**src/rtl/onchip_ram_arbiter.sv**
```systemverilog
// Two-master arbiter for a single-port on-chip RAM: one access per cycle, reads return 1 cycle later.
// Command accept is combinational (waitrequest low); owner bursts are bounded, m1 protected from starvation.
module onchip_ram_arbiter #(
  parameter int ADDR_W     = 11,
  parameter int DATA_W     = 32,
  parameter int PRIO_MODE  = 0,
  parameter int BURST_MAX  = 4,
  parameter int STARVE_MAX = 8
) (
  input  logic                clk,
  input  logic                reset_n,
  input  logic [ADDR_W-1:0]   m0_address,
  input  logic                m0_read,
  input  logic                m0_write,
  input  logic [DATA_W/8-1:0] m0_byteenable,
  input  logic [DATA_W-1:0]   m0_writedata,
  output logic                m0_waitrequest,
  output logic [DATA_W-1:0]   m0_readdata,
  output logic                m0_readdatavalid,
  input  logic [ADDR_W-1:0]   m1_address,
  input  logic                m1_read,
  input  logic                m1_write,
  input  logic [DATA_W/8-1:0] m1_byteenable,
  input  logic [DATA_W-1:0]   m1_writedata,
  output logic                m1_waitrequest,
  output logic [DATA_W-1:0]   m1_readdata,
  output logic                m1_readdatavalid,
  output logic [ADDR_W-1:0]   mem_address,
  output logic [DATA_W/8-1:0] mem_byteenable,
  output logic                mem_chipselect,
  output logic                mem_write,
  output logic [DATA_W-1:0]   mem_writedata,
  output logic                mem_clken,
  input  logic [DATA_W-1:0]   mem_readdata
);

  typedef enum logic [1:0] {IDLE, OWN0, OWN1} state_t;

  localparam logic [3:0] BURST_LIM  = 4'(BURST_MAX);
  localparam logic [7:0] STARVE_LIM = 8'(STARVE_MAX);
  localparam bit         PRIO       = (PRIO_MODE != 0);

  state_t     state_q, state_d;
  logic [3:0] burst_cnt_q, burst_cnt_d;
  logic [7:0] starve_cnt_q, starve_cnt_d;
  logic       rr_last_q, rr_last_d;
  logic       rd_vld_q, rd_vld_d;
  logic       rd_mst_q, rd_mst_d;

  logic req0, req1, gnt, gnt_sel, starved, burst_done, own_same, acc0, acc1, sel_wr;

  assign req0       = m0_read | m0_write;
  assign req1       = m1_read | m1_write;
  assign starved    = PRIO && req1 && (starve_cnt_q == STARVE_LIM);
  assign burst_done = (burst_cnt_q >= BURST_LIM);

  // In fixed-priority mode m0 is never preempted by the burst limit; only starvation hands m1 the port.
  always_comb begin
    gnt     = req0 | req1;
    gnt_sel = 1'b0;
    case (state_q)
      OWN0: begin
        if (starved)                                     gnt_sel = 1'b1;
        else if (req0 && (!req1 || PRIO || !burst_done)) gnt_sel = 1'b0;
        else                                             gnt_sel = req1;
      end
      OWN1: begin
        if (req1 && (!req0 || !burst_done)) gnt_sel = 1'b1;
        else                                gnt_sel = 1'b0;
      end
      default: begin
        if (req0 && req1) gnt_sel = PRIO ? starved : !rr_last_q;
        else              gnt_sel = req1;
      end
    endcase
  end

  assign acc0     = reset_n & gnt & !gnt_sel;
  assign acc1     = reset_n & gnt & gnt_sel;
  assign own_same = gnt_sel ? (state_q == OWN1) : (state_q == OWN0);
  assign sel_wr   = gnt_sel ? m1_write : m0_write;

  always_comb begin
    state_d      = gnt ? (gnt_sel ? OWN1 : OWN0) : IDLE;
    rr_last_d    = gnt ? gnt_sel : rr_last_q;
    burst_cnt_d  = 4'd0;
    if (gnt) begin
      if (!own_same)                burst_cnt_d = 4'd1;
      else if (!burst_done)         burst_cnt_d = burst_cnt_q + 4'd1;
      else                          burst_cnt_d = burst_cnt_q;
    end
    starve_cnt_d = 8'd0;
    if (PRIO && req1 && !acc1)
      starve_cnt_d = (starve_cnt_q < STARVE_LIM) ? starve_cnt_q + 8'd1 : starve_cnt_q;
    // A read+write collision is treated as a write: no read return is tagged.
    rd_vld_d     = gnt && !sel_wr;
    rd_mst_d     = gnt_sel;
  end

  always_ff @(posedge clk or negedge reset_n) begin
    if (!reset_n) begin
      state_q      <= IDLE;
      burst_cnt_q  <= 4'd0;
      starve_cnt_q <= 8'd0;
      rr_last_q    <= 1'b1;
      rd_vld_q     <= 1'b0;
      rd_mst_q     <= 1'b0;
    end else begin
      state_q      <= state_d;
      burst_cnt_q  <= burst_cnt_d;
      starve_cnt_q <= starve_cnt_d;
      rr_last_q    <= rr_last_d;
      rd_vld_q     <= rd_vld_d;
      rd_mst_q     <= rd_mst_d;
    end
  end

  assign m0_waitrequest   = !acc0;
  assign m1_waitrequest   = !acc1;
  assign m0_readdata      = mem_readdata;
  assign m1_readdata      = mem_readdata;
  assign m0_readdatavalid = rd_vld_q & !rd_mst_q;
  assign m1_readdatavalid = rd_vld_q & rd_mst_q;

  assign mem_address    = gnt_sel ? m1_address    : m0_address;
  assign mem_byteenable = gnt_sel ? m1_byteenable : m0_byteenable;
  assign mem_writedata  = gnt_sel ? m1_writedata  : m0_writedata;
  assign mem_chipselect = reset_n & gnt;
  assign mem_write      = mem_chipselect & sel_wr;
  assign mem_clken      = 1'b1;

endmodule

```
**config.mk**
```make
export PLATFORM = sky130hd
export DESIGN_NAME = onchip_ram_arbiter
export DESIGN_NICKNAME = d
export VERILOG_FILES = /design/src/rtl/onchip_ram_arbiter.sv
export SDC_FILE = /design/constraint.sdc
export NUM_CORES = 1
export LEC_CHECK = 0
export CAP_MARGIN = 5
export CORE_AREA = 2 2 98 100
export DETAILED_ROUTE_END_ITERATION = 6
export DIE_AREA = 0 0 100 102
export GPL_TIMING_DRIVEN = 0
export PLACE_DENSITY = 0.69
export SYNTH_ARGS = -nofsm -noshare
export SYNTH_HDL_FRONTEND = slang
export SYNTH_SLANG_ARGS = --single-unit
```
**constraint.sdc**
```tcl
create_clock -name clk -period 2.5 [get_ports clk]
set_clock_uncertainty 0.2 [all_clocks]
set_input_delay 0.5 -clock clk [delete_from_list [all_inputs] [get_ports clk]]
set_output_delay 0.5 -clock clk [all_outputs]
set_load 0.01 [all_outputs]
```
==> results <==
per-stage QoR:
| step | util (%) | std cells |
|---|---|---|
| final | 50.88 | 532 |
| after global placement | 45.62 | 508 |
| after floorplan | - | 181 |
| after global routing | 50.88 | 532 |
| after detailed placement | 45.62 | 508 |
| after CTS | 49.40 | 528 |
logic make-up (layout without fill, tap and decap cells):
| group | Yosys count | count (layout) | synth area share (%) |
|---|---|---|---|
| adder cells (fa/ha/maj) | 3 | 3 | 2.256 |
| flip-flops | 9 | 9 | 13.61 |
| buffers and inverters | 75 | 315 | 33.83 |
| other | 1 | 1 | 0.2253 |
| multiplexers | 50 | 50 | 33.68 |
| AND/OR/NAND/NOR | 26 | 26 | 8.196 |
| AO/OA/AOI/OAI | 17 | 17 | 8.196 |
worst paths after layout:
path / end / slack, ns / cells after the start
max: mem_writedata[2] / -0.48 / 9
min: burst_cnt_q[1] / 0.14 / 1
max reg2reg: rd_vld_q / 0.36 / 8
min reg2reg: rr_last_q / 0.34 / 1
max in group asynchronous: rr_last_q / 1.60 / 1
min in group clk: rr_last_q / 0.34 / 1
cell type report:
type	count	area [um2]	area share, %
timing repair buffer	237	2502	54.00
multi-input combinational	97	1119	24.14
buffer	70	588.1	12.69
sequential	9	226.5	4.887
tap	111	138.9	2.997
clock buffer	4	45.04	0.9719
inverter	4	15.01	0.3240
flip-flops by register name, summed over array words and instances (netlist names):
| register | cells |
|---|---|
| burst_cnt_q | 4 |
| rd_mst_q | 1 |
| rd_vld_q | 1 |
| rr_last_q | 1 |
| state_q | 2 |
metal layers:
metal | GRT usage, % | up-vias | wire length [um]
li1 | - | 1039 | -
met1 | 14.26 | 1013 | 2701
met2 | 24.79 | 116 | 4327
met3 | 3.078 | 4 | 667
met4 | 2.213 | 0 | 34
met5 | 0 | - | 0
power by group through the flow:
stage / registers (mW) / clock network (mW) / logic (mW)
2_1_floorplan: 0.245 / 0 / 2.07
3_3_place_gp: 0.251 / 0 / 3.40
3_5_place_dp: 0.255 / 0 / 3.44
6_report: 0.254 / 0.174 / 4.62
4_1_cts: 0.254 / 0.180 / 4.35
5_1_grt: 0.262 / 0.186 / 4.85
cell usage in the layout, fill, tap and decap left out, types with 2 or more instances in the layout:
| cell type | synthesis | final |
|---|---|---|
| a211oi_1 | 3 | 3 |
| a21oi_1 | 3 | 3 |
| buf_12 | 0 | 8 |
| buf_16 | 0 | 2 |
| buf_2 | 0 | 2 |
| buf_4 | 65 | 74 |
| buf_6 | 5 | 54 |
| clkbuf_16 | 0 | 2 |
| clkbuf_8 | 0 | 3 |
| clkdlybuf4s15_2 | 0 | 2 |
| clkdlybuf4s50_1 | 0 | 161 |
| dfrtp_1 | 8 | 8 |
| dlygate4sd2_1 | 0 | 2 |
| inv_1 | 4 | 3 |
| mux2_4 | 0 | 47 |
| nand2_1 | 6 | 4 |
| nand2_2 | 0 | 2 |
| nor2_1 | 7 | 7 |
| nor3_1 | 3 | 3 |
| or2_4 | 0 | 2 |
what timing repair did:
item | in CTS | in global routing
resized for setup | 282 | 21
setup buffers | 14 | 5
pin swaps | 7 | 5
endpoints found under the setup margin | 55 | 50
cloned | 3 | 2
==> metrics.md <==
| Metric | Value |
|---|---|
| Status | complete, but fails checks |
| Failing checks | setup timing |
| Critical Path End Type | primary output |
| Initial antenna violation count | 0 |
| PnR Total Power | 5.044 mW |
| CP max stage delay | 0.48 ns |
| Number of synthesis warnings | 0 |
| RSZ-0062 raised after global routing | yes |
| Post-Syn Instances | 181 |
| PwrDens | 1088 nW/um2 |
| Ports | 250 |
| P_leak | 2.104 nW |
| DRC Markers | 0 |
| Clock buffer count from CTS | 3 |
| Final instance area | 4634 um2 |
| Top cell by count, worst path | buf_6 |
| Final Setup Violations | 50 |
| Rows | 35 |
| Synth Register Bits | 9 |
| Pre-CTS setup slack | -1.544 ns |
| Synth Flop Type | dfrtp_1 |
| Mean Syn Cell Area | 9.194 um2 |
| Pin count of the biggest net entering global routing | 13 |
| Worst-Margin Slew | 0.5143 ns |
| Worst-path clk slew | 0.05 ns |
| Hold WS | 0.1393 ns |
| Post-synth ARST share | 100.0% |
| Hold Fails Final Rpt | 0 |
| Total track usage | 12.75% |
| Detailed Place HPWL | 6.277 mm |
| Post-Syn Area | 1664 um2 |
| Ranking of synthesized cells by area | buf_4 (29%), mux2_2 (24%), dfrtp_1 (12%), mux2_1 (8.1%), buf_6 (3.4%) |
| Number of port buffers | 216 |
| Clk pwr share | 3.4% |
| Clock Latency Late Sink | 0.24 ns |
| Filler cell count | 859 |
| H-tree depth | 1 |
| Drt total wl | 7.730 mm |
| Vias in the first global route | 2,087 |
| CP Cell Sequence | clkdlybuf4s50_1 > or2_4 > nand2_2 > a211oi_4 > buf_6 > buf_12 > buf_16 > mux2_4 > buf_6 |
| Routed Antenna Nets | 0 |
| Routed len/inst | 14.53 um |
| Clock buffer depth | 2 |
| CTS sink cnt | 9 |
| Largest area contributor in the netlist | buf_4 |
| Hold-fix buffer count after cts | 0 |
| Die H | 102 um |
| Yosys top cell area share | 29.32% |
| NumNets Final | 557 |
| CTS tree | built |
| Min-Delay Path Class | input port to asynchronous set/reset pin |
| Max-slew violations | 0 |
| Crit path arrival time | 2.28 ns |
| Die area | 10,200 um2 |
| Min cycle time layout | 2.977 ns |
| Number of synthesized flops with an enable pin | 0 |
| Critical Path Start | m1_read |
| Setup WS post-layout | -0.4775 ns |
| P&R area growth vs syn | 178.5% |
| Grt ovf | 0 |
| Root Driver | clkbuf_8 |
| Crit path max-delay cell type | clkdlybuf4s50_1 |
| Initial core utilization | 18.27% |
| Final critical-path share of the clock period | 119.1% |
| VDD IR-drop max | 0.0004752 V |
| Post-synthesis cell type count | 35 |
| Die W | 100 um |
| Seq pwr share | 5.0% |
| Startpoint Class | input port |
| Switching power | 1.705 mW |
| CP Max Fanout | 6 |
| Top Family by Delay on Critical Path | buffers and inverters |
| F_max | 335.9 MHz |
| Slew HR | 65.71% |
| Comb pwr share | 91.5% |
| TritonRoute pass-1 iters | 4 |
| Post-synthesis sequential area ratio | 13.61% |
| WP buf/inv | 5 |
| First-pass GRT wire length | 10.49 mm |
| Via density | 4.083 |
| Gpl congestion | 0.7478 |
| N_diodes | 0 |
| Setup_tns | -21.71 ns |
| Core area | 9109 um2 |
| Worst Path Required | 1.80 ns |
| Int Pwr | 3.339 mW |
| DP Area | 4155 um2 |
| Starting DRT DRC Count | 43 |
| Critical path class | input port to primary output |
| Routed vias | 2,172 |
| Worst R2R Start | state_q[0] |
| Layout cells sized above 1 | 49.88% |
| Syn Nets | 316 |
| Synth top cells by count | buf_4 (65), mux2_2 (36), mux2_1 (12) |
| Max-cap violations | 0 |
| Switching share of total power | 33.80% |
| Most common cell in the netlist | buf_4 |
Note: power is estimated with default switching activity, not from simulation.
